[src/rtl/ds1302_pkg.sv]
// Shared constants and state encoding for the DS1302 time writer.
// One frame = setup half + 32 shift halves + hold half + 4 gap halves.
package ds1302_pkg;

    localparam logic [7:0] CMD_SEC = 8'h80;
    localparam logic [7:0] CMD_MIN = 8'h82;
    localparam logic [7:0] CMD_HR  = 8'h84;
    localparam logic [7:0] CMD_WP  = 8'h8E;

    localparam int FRAME_HALVES = 38;
    localparam int GAP_HALVES   = 4;
    localparam int FRAME_BITS   = (FRAME_HALVES - GAP_HALVES - 2) / 2;

    typedef enum logic [2:0] {
        ST_IDLE,
        ST_CE_SETUP,
        ST_SHIFT,
        ST_CE_HOLD,
        ST_GAP,
        ST_DONE
    } state_t;

endpackage

[src/rtl/ds1302_half_tick.sv]
// Down-counter producing a one-cycle tick in the last cycle of every SCLK half-period.
module ds1302_half_tick #(
    parameter int SCLK_HALF = 50
) (
    input  logic clk,
    input  logic rst,
    input  logic restart,
    output logic tick
);

    localparam int CW = (SCLK_HALF > 1) ? $clog2(SCLK_HALF) : 1;
    localparam logic [CW-1:0] RELOAD = CW'(SCLK_HALF - 1);

    logic [CW-1:0] cnt;

    always_ff @(posedge clk) begin
        if (rst || restart)
            cnt <= RELOAD;
        else if (cnt == '0)
            cnt <= RELOAD;
        else
            cnt <= cnt - CW'(1);
    end

    assign tick = (cnt == '0);

endmodule

[src/rtl/ds1302_time_writer.sv]
// Writes hours/minutes/seconds to a DS1302 over its 3-wire bus, optionally
// clearing write-protect first.
//
// state     | meaning
// ----------+--------------------------------------------------------
// IDLE      | waiting for start, bus released
// CE_SETUP  | ce high, bit 0 presented, one half-period before first rise
// SHIFT     | 16 bits LSB first, sclk low half then high half per bit
// CE_HOLD   | ce held one half-period after the last fall
// GAP       | ce low for four half-periods between frames
// DONE      | one-cycle completion pulse
module ds1302_time_writer
    import ds1302_pkg::*;
#(
    parameter int SCLK_HALF = 50,
    parameter bit CLEAR_WP  = 1
) (
    input  logic       clk,
    input  logic       rst,
    input  logic       start,
    input  logic [7:0] hr_bcd,
    input  logic [7:0] min_bcd,
    input  logic [7:0] sec_bcd,
    output logic       ce,
    output logic       sclk,
    output logic       io_out,
    output logic       io_oe,
    output logic       busy,
    output logic       done
);

    localparam logic [1:0] LAST_TXN = CLEAR_WP ? 2'd3 : 2'd2;
    localparam logic [1:0] REG_OFS  = CLEAR_WP ? 2'd0 : 2'd1;
    localparam logic [3:0] LAST_BIT = 4'(FRAME_BITS - 1);
    localparam logic [1:0] LAST_GAP = 2'(GAP_HALVES - 1);

    state_t      state, state_nx;
    logic [3:0]  bit_idx, bit_idx_nx;
    logic        phase, phase_nx;
    logic [1:0]  gap_cnt, gap_cnt_nx;
    logic [1:0]  txn, txn_nx;
    logic [7:0]  sec_q, min_q, hr_q;
    logic        tick;
    logic        accept;
    logic [1:0]  reg_sel;
    logic [15:0] frame;

    assign accept = (state == ST_IDLE) && start;

    ds1302_half_tick #(.SCLK_HALF(SCLK_HALF)) u_half_tick (
        .clk     (clk),
        .rst     (rst),
        .restart (accept),
        .tick    (tick)
    );

    // Clock-halt and 12/24 bits are cleared once at capture time.
    always_ff @(posedge clk) begin
        if (rst) begin
            sec_q <= '0;
            min_q <= '0;
            hr_q  <= '0;
        end else if (accept) begin
            sec_q <= sec_bcd & 8'h7F;
            min_q <= min_bcd;
            hr_q  <= hr_bcd & 8'h3F;
        end
    end

    assign reg_sel = txn + REG_OFS;

    always_comb begin
        frame = {8'h00, CMD_WP};
        case (reg_sel)
            2'd1:    frame = {sec_q, CMD_SEC};
            2'd2:    frame = {min_q, CMD_MIN};
            2'd3:    frame = {hr_q,  CMD_HR};
            default: frame = {8'h00, CMD_WP};
        endcase
    end

    always_ff @(posedge clk) begin
        if (rst) begin
            state   <= ST_IDLE;
            bit_idx <= '0;
            phase   <= 1'b0;
            gap_cnt <= '0;
            txn     <= '0;
        end else begin
            state   <= state_nx;
            bit_idx <= bit_idx_nx;
            phase   <= phase_nx;
            gap_cnt <= gap_cnt_nx;
            txn     <= txn_nx;
        end
    end

    always_comb begin
        state_nx   = state;
        bit_idx_nx = bit_idx;
        phase_nx   = phase;
        gap_cnt_nx = gap_cnt;
        txn_nx     = txn;
        ce         = 1'b0;
        sclk       = 1'b0;
        io_out     = 1'b0;
        io_oe      = 1'b0;
        busy       = 1'b0;
        done       = 1'b0;

        case (state)
            ST_IDLE: begin
                if (start) begin
                    state_nx   = ST_CE_SETUP;
                    txn_nx     = '0;
                    bit_idx_nx = '0;
                    phase_nx   = 1'b0;
                    gap_cnt_nx = '0;
                end
            end
            ST_CE_SETUP: begin
                ce     = 1'b1;
                io_oe  = 1'b1;
                busy   = 1'b1;
                io_out = frame[bit_idx];
                if (tick) begin
                    state_nx = ST_SHIFT;
                    phase_nx = 1'b0;
                end
            end
            ST_SHIFT: begin
                ce     = 1'b1;
                io_oe  = 1'b1;
                busy   = 1'b1;
                sclk   = phase;
                io_out = frame[bit_idx];
                if (tick) begin
                    if (!phase) begin
                        phase_nx = 1'b1;
                    end else if (bit_idx == LAST_BIT) begin
                        state_nx = ST_CE_HOLD;
                        phase_nx = 1'b0;
                    end else begin
                        // data advances on the falling edge only
                        bit_idx_nx = bit_idx + 4'd1;
                        phase_nx   = 1'b0;
                    end
                end
            end
            ST_CE_HOLD: begin
                ce     = 1'b1;
                io_oe  = 1'b1;
                busy   = 1'b1;
                io_out = frame[bit_idx];
                if (tick) begin
                    state_nx   = ST_GAP;
                    gap_cnt_nx = '0;
                end
            end
            ST_GAP: begin
                busy = 1'b1;
                if (tick) begin
                    if (gap_cnt != LAST_GAP) begin
                        gap_cnt_nx = gap_cnt + 2'd1;
                    end else if (txn == LAST_TXN) begin
                        state_nx = ST_DONE;
                    end else begin
                        state_nx   = ST_CE_SETUP;
                        txn_nx     = txn + 2'd1;
                        bit_idx_nx = '0;
                    end
                end
            end
            ST_DONE: begin
                done     = 1'b1;
                state_nx = ST_IDLE;
            end
            default: state_nx = ST_IDLE;
        endcase
    end

endmodule

[config.mk]
export PLATFORM = sky130hd
export DESIGN_NAME = ds1302_time_writer
export DESIGN_NICKNAME = d
export VERILOG_FILES = /design/src/rtl/ds1302_pkg.sv /design/src/rtl/ds1302_half_tick.sv /design/src/rtl/ds1302_time_writer.sv
export SDC_FILE = /design/constraint.sdc
export NUM_CORES = 1
export LEC_CHECK = 0
export CORE_ASPECT_RATIO = 0.6
export CORE_MARGIN = 1.5
export CORE_UTILIZATION = 45
export DETAILED_ROUTE_END_ITERATION = 6
export PLACE_DENSITY = 0.74
export SYNTH_ARGS = -nofsm -noshare
export SYNTH_HDL_FRONTEND = slang
export SYNTH_HIERARCHICAL = 1
export SYNTH_SLANG_ARGS = --single-unit
[constraint.sdc]
create_clock -name clk -period 3.2 [get_ports clk]
set_input_delay 0.64 -clock clk [delete_from_list [all_inputs] [get_ports clk]]
set_output_delay 0.64 -clock clk [all_outputs]
set_load 0.01 [all_outputs]
==> results by group <==
Power and ir drop
  • LEAKAGE: 0.912 nW
  • Power per cell area: 409 nW/um^2
  • Worst vdd ir: 241 uV

Place
  • GP Congestion: 0.805
  • DP HPWL: 3130 um
  • Cell count after placement: 333
  • IO buf count: 29

Global route
  • Largest net degree at the start of global routing: 35
  • Overflow after GRT: 0
  • GR Layer Usage met1: 28.6%
  • Vias in the first global route: 1546
  • Wire length of the first global-routing pass: 7280 um
  • Initial antenna violation count: 0
  • Met3 Use GR: 4.13%
  • Global-route usage over all layers: 18.1%
  • GRT busiest layer: met1
  • Met2 GRT Util: 23.7%

Status
  • Status: completed

Yosys
  • Synth Area in Simple Gates: 27.2%
  • Synth Area in Adders: 4.85%
  • Complex-gate fraction of the synthesized area: 19.8%
  • Mux cell area share after synthesis: 1.46%
  • Syn Area/Cell: 7.99 um^2
  • Syn Inst Count: 258
  • Yosys reg bits: 39
  • Post-Syn Area: 2060 um^2
  • Largest family of logic cells by synthesized area: simple AND/OR/NAND/NOR gates
  • Post-synthesis sequential area ratio: 37.9%
  • Synth unique cells: 51
  • Synthesized-area fraction occupied by xor and xnor cells: 2.12%
  • YS warnings: 6
  • Mapped Nets: 293

Floorplanning
  • Boundary Pins: 33
  • Die footprint: 5010 um^2
  • Die Wd: 90.4 um
  • Core Box Area: 4260 um^2
  • Initial Utilization: 48.4%
  • Rows: 18
  • Die height: 55.4 um

Job
  • Max-cap violations: 0

Clock tree
  • Root buf cell: clkbuf_8
  • Post-cts hold buffer count: 0
  • Postcts setup bufs: 0
  • Clk sinks: 39
  • Max Root-Sink Buffers: 2
  • CTS tree: yes
  • CTS Buf Count: 5
  • Clk pin slew, worst setup/hold paths: 0.08 ns
  • Worst skew pair latency: 0.29 ns
  • H-tree depth: 2

STA
  • Final setup fails: 0
  • Max-slew headroom: 65.2%
  • Fmax: 333 MHz
  • Setup_tns: 0 ns
  • Final Hold Vio Count: 0
  • Clock Skews: 0.00686 ns
  • RSZ-0062 raised after global routing: false
  • Period utilization: 93.9%
  • Final Slew Violations: 0
  • Worst-margin pin slew: 0.521 ns
  • Fin crit period: 3.01 ns

Cells and area
  • Non-Filler Instances: 341
  • Final Util: 58.3%
  • Commonest non-fill, non-tap cells in the layout: nand2_1, dfxtp_1, a21oi_1, clkdlybuf4s50_1, nor2_1
  • Layout cells sized above 1: 9.96%
  • Syn-to-layout area delta: 20.3%
  • Ant diodes: 0
  • Layout Nets: 315
  • Filler cells: 390
  • Commonest non-fill, non-tap cell in the layout: nand2_1

Worst setup path
  • Critical path class: reg2out
  • Required @ worst endpoint: 2.56 ns
  • Crit path DAT: 2.37 ns
  • FF-to-FF setup slack: 1.02 ns
  • Crit end category: output port
  • End of the worst register-to-register path: bit_idx[0]
  • Crit Path Max Fanout: 9
  • Type of origin of the critical path: register
  • Critical R2R Launch: u_half_tick/cnt[0]
  • R2r worst-path depth: 10

Route
  • DRC: 0
  • Vias/cell: 5.30
  • Routed vias: 1806
  • First drt pass iteration count: 4
  • Starting DRC count in detailed routing: 142
  • ANT nets after route: 0
  • Final WL: 4360 um
  • WL/cell: 12.8 um

Hold path
  • Hold Path Sink: min_q[1]
  • Hold Path Class: reg2reg
  • Worst hold start: min_q[1]
  • Hold path cells: 2
cell families (layout without fill, tap and decap cells):
group	Yosys count	count (layout)
DFF	39	39
adders and majority gates	8	8
and+or+nand+nor	111	111
muxes	3	3
AOI/OAI and AO/OA	62	62
xor gates and xnor gates	5	5
buffers and inverters	30	53
cells in the mapped netlist, drive strengths merged:
| master | instances | area share, % |
|---|---|---|
| nand2 | 56 | 11 |
| dfxtp | 39 | 38 |
| a21oi | 29 | 7.0 |
| nor2 | 15 | 3.5 |
| inv | 14 | 2.5 |
| buf | 10 | 3.0 |
| ha | 8 | 4.9 |
| nor3 | 7 | 2.4 |
| a22oi | 6 | 2.2 |
| clkbuf | 6 | 1.2 |
| nand4 | 6 | 1.8 |
| o21ai | 6 | 1.5 |
| a31oi | 5 | 1.5 |
| nand2b | 5 | 1.9 |
| nand3 | 5 | 1.2 |
| xnor2 | 5 | 2.1 |
| and3 | 4 | 1.2 |
| nor2b | 4 | 1.3 |
| mux2i | 3 | 1.5 |
| a211oi | 2 | 0.73 |
| a221oi | 2 | 1.2 |
| a311oi | 2 | 0.85 |
| nor4 | 2 | 0.61 |
| or3 | 2 | 0.61 |
| a211o | 1 | 0.42 |
| a21boi | 1 | 0.36 |
| a22o | 1 | 0.42 |
| a2bb2oi | 1 | 0.42 |
| a41oi | 1 | 0.42 |
| and2b | 1 | 0.42 |
| and4b | 1 | 0.49 |
| nand4b | 1 | 0.42 |
| nor3b | 1 | 0.36 |
| o211ai | 1 | 0.36 |
| o22ai | 1 | 0.30 |
| o311ai | 1 | 0.42 |
| o31ai | 1 | 0.36 |
| o41ai | 1 | 1.3 |
| or2 | 1 | 0.30 |
layer usage:
layer	up-vias	routed length, um
li1	940	-
met5	-	0
met1	819	2470
met4	0	19
met3	2	199
met2	45	1670
what timing repair did:
item | 4_1_cts | 5_1_grt
resized for setup | 0 | 7
endpoints found under the setup margin | 0 | 1
endpoints found under the hold margin | 0 | 0
where the power goes:
group | total, mW | switching, mW | leakage, nW | internal [mW]
clock network | 0.349 | 0.173 | 0.0474 | 0.176
logic | 0.133 | 0.0657 | 0.545 | 0.0672
registers | 0.532 | 0.0233 | 0.320 | 0.509
total | 1.01 | 0.262 | 0.912 | 0.752
through the flow:
stage	hold slack, ns	instance area (um^2)	power (mW)	setup slack (ns)
global route	0.477	2480	1.07	0.0201
global placement	0.448	2360	0.674	0.383
finish	0.465	2480	1.01	0.194
detailed placement	0.454	2360	0.676	0.404
floorplan	0.436	2060	0.625	1.03
CTS	0.465	2450	1.03	0.0488
worst max-delay path: stages, from the launching register on:
cell,delay (ns)
dfxtp_2,0.34
inv_1,0.15
ha_4,0.21
a211o_1,0.15
a221oi_2,0.04
nor4_1,0.31
nand3_1,0.12
a31oi_1,0.19
clkdlybuf4s50_1,0.56
state kept, by name, summed over array words and instances, names as in the netlist:
signal           count
state                3
gap_cnt              2
phase                1
sec_q                7
bit_idx              4
txn                  2
hr_q                 6
u_half_tick/cnt      6
min_q                8
how the worst max path moves through the flow:
stage                      start  endpoint  slack (ns)  cells past startpoint
after CTS                 txn[0]    io_out        0.05                      8
after floorplan           txn[0]    io_out        1.03                      8
after detailed placement  txn[0]    io_out        0.40                      8
after global routing      txn[1]    io_out        0.02                      8
final                     txn[0]    io_out        0.19                      8
after global placement    txn[0]    io_out        0.38                      8
layout make-up:
| cell class | instances | area, um^2 | share of cell area, % |
|---|---|---|---|
| Timing Repair Buffer | 31 | 305 | 12.3 |
| Tap cell | 60 | 75.1 | 3.03 |
| Multi-Input combinational cell | 189 | 1170 | 47.0 |
| Sequential cell | 39 | 783 | 31.6 |
| Clock inverter | 2 | 16.3 | 0.656 |
| Clock buffer | 6 | 82.6 | 3.33 |
| Inverter | 14 | 52.6 | 2.12 |
Power figures use the tool's default switching activity.
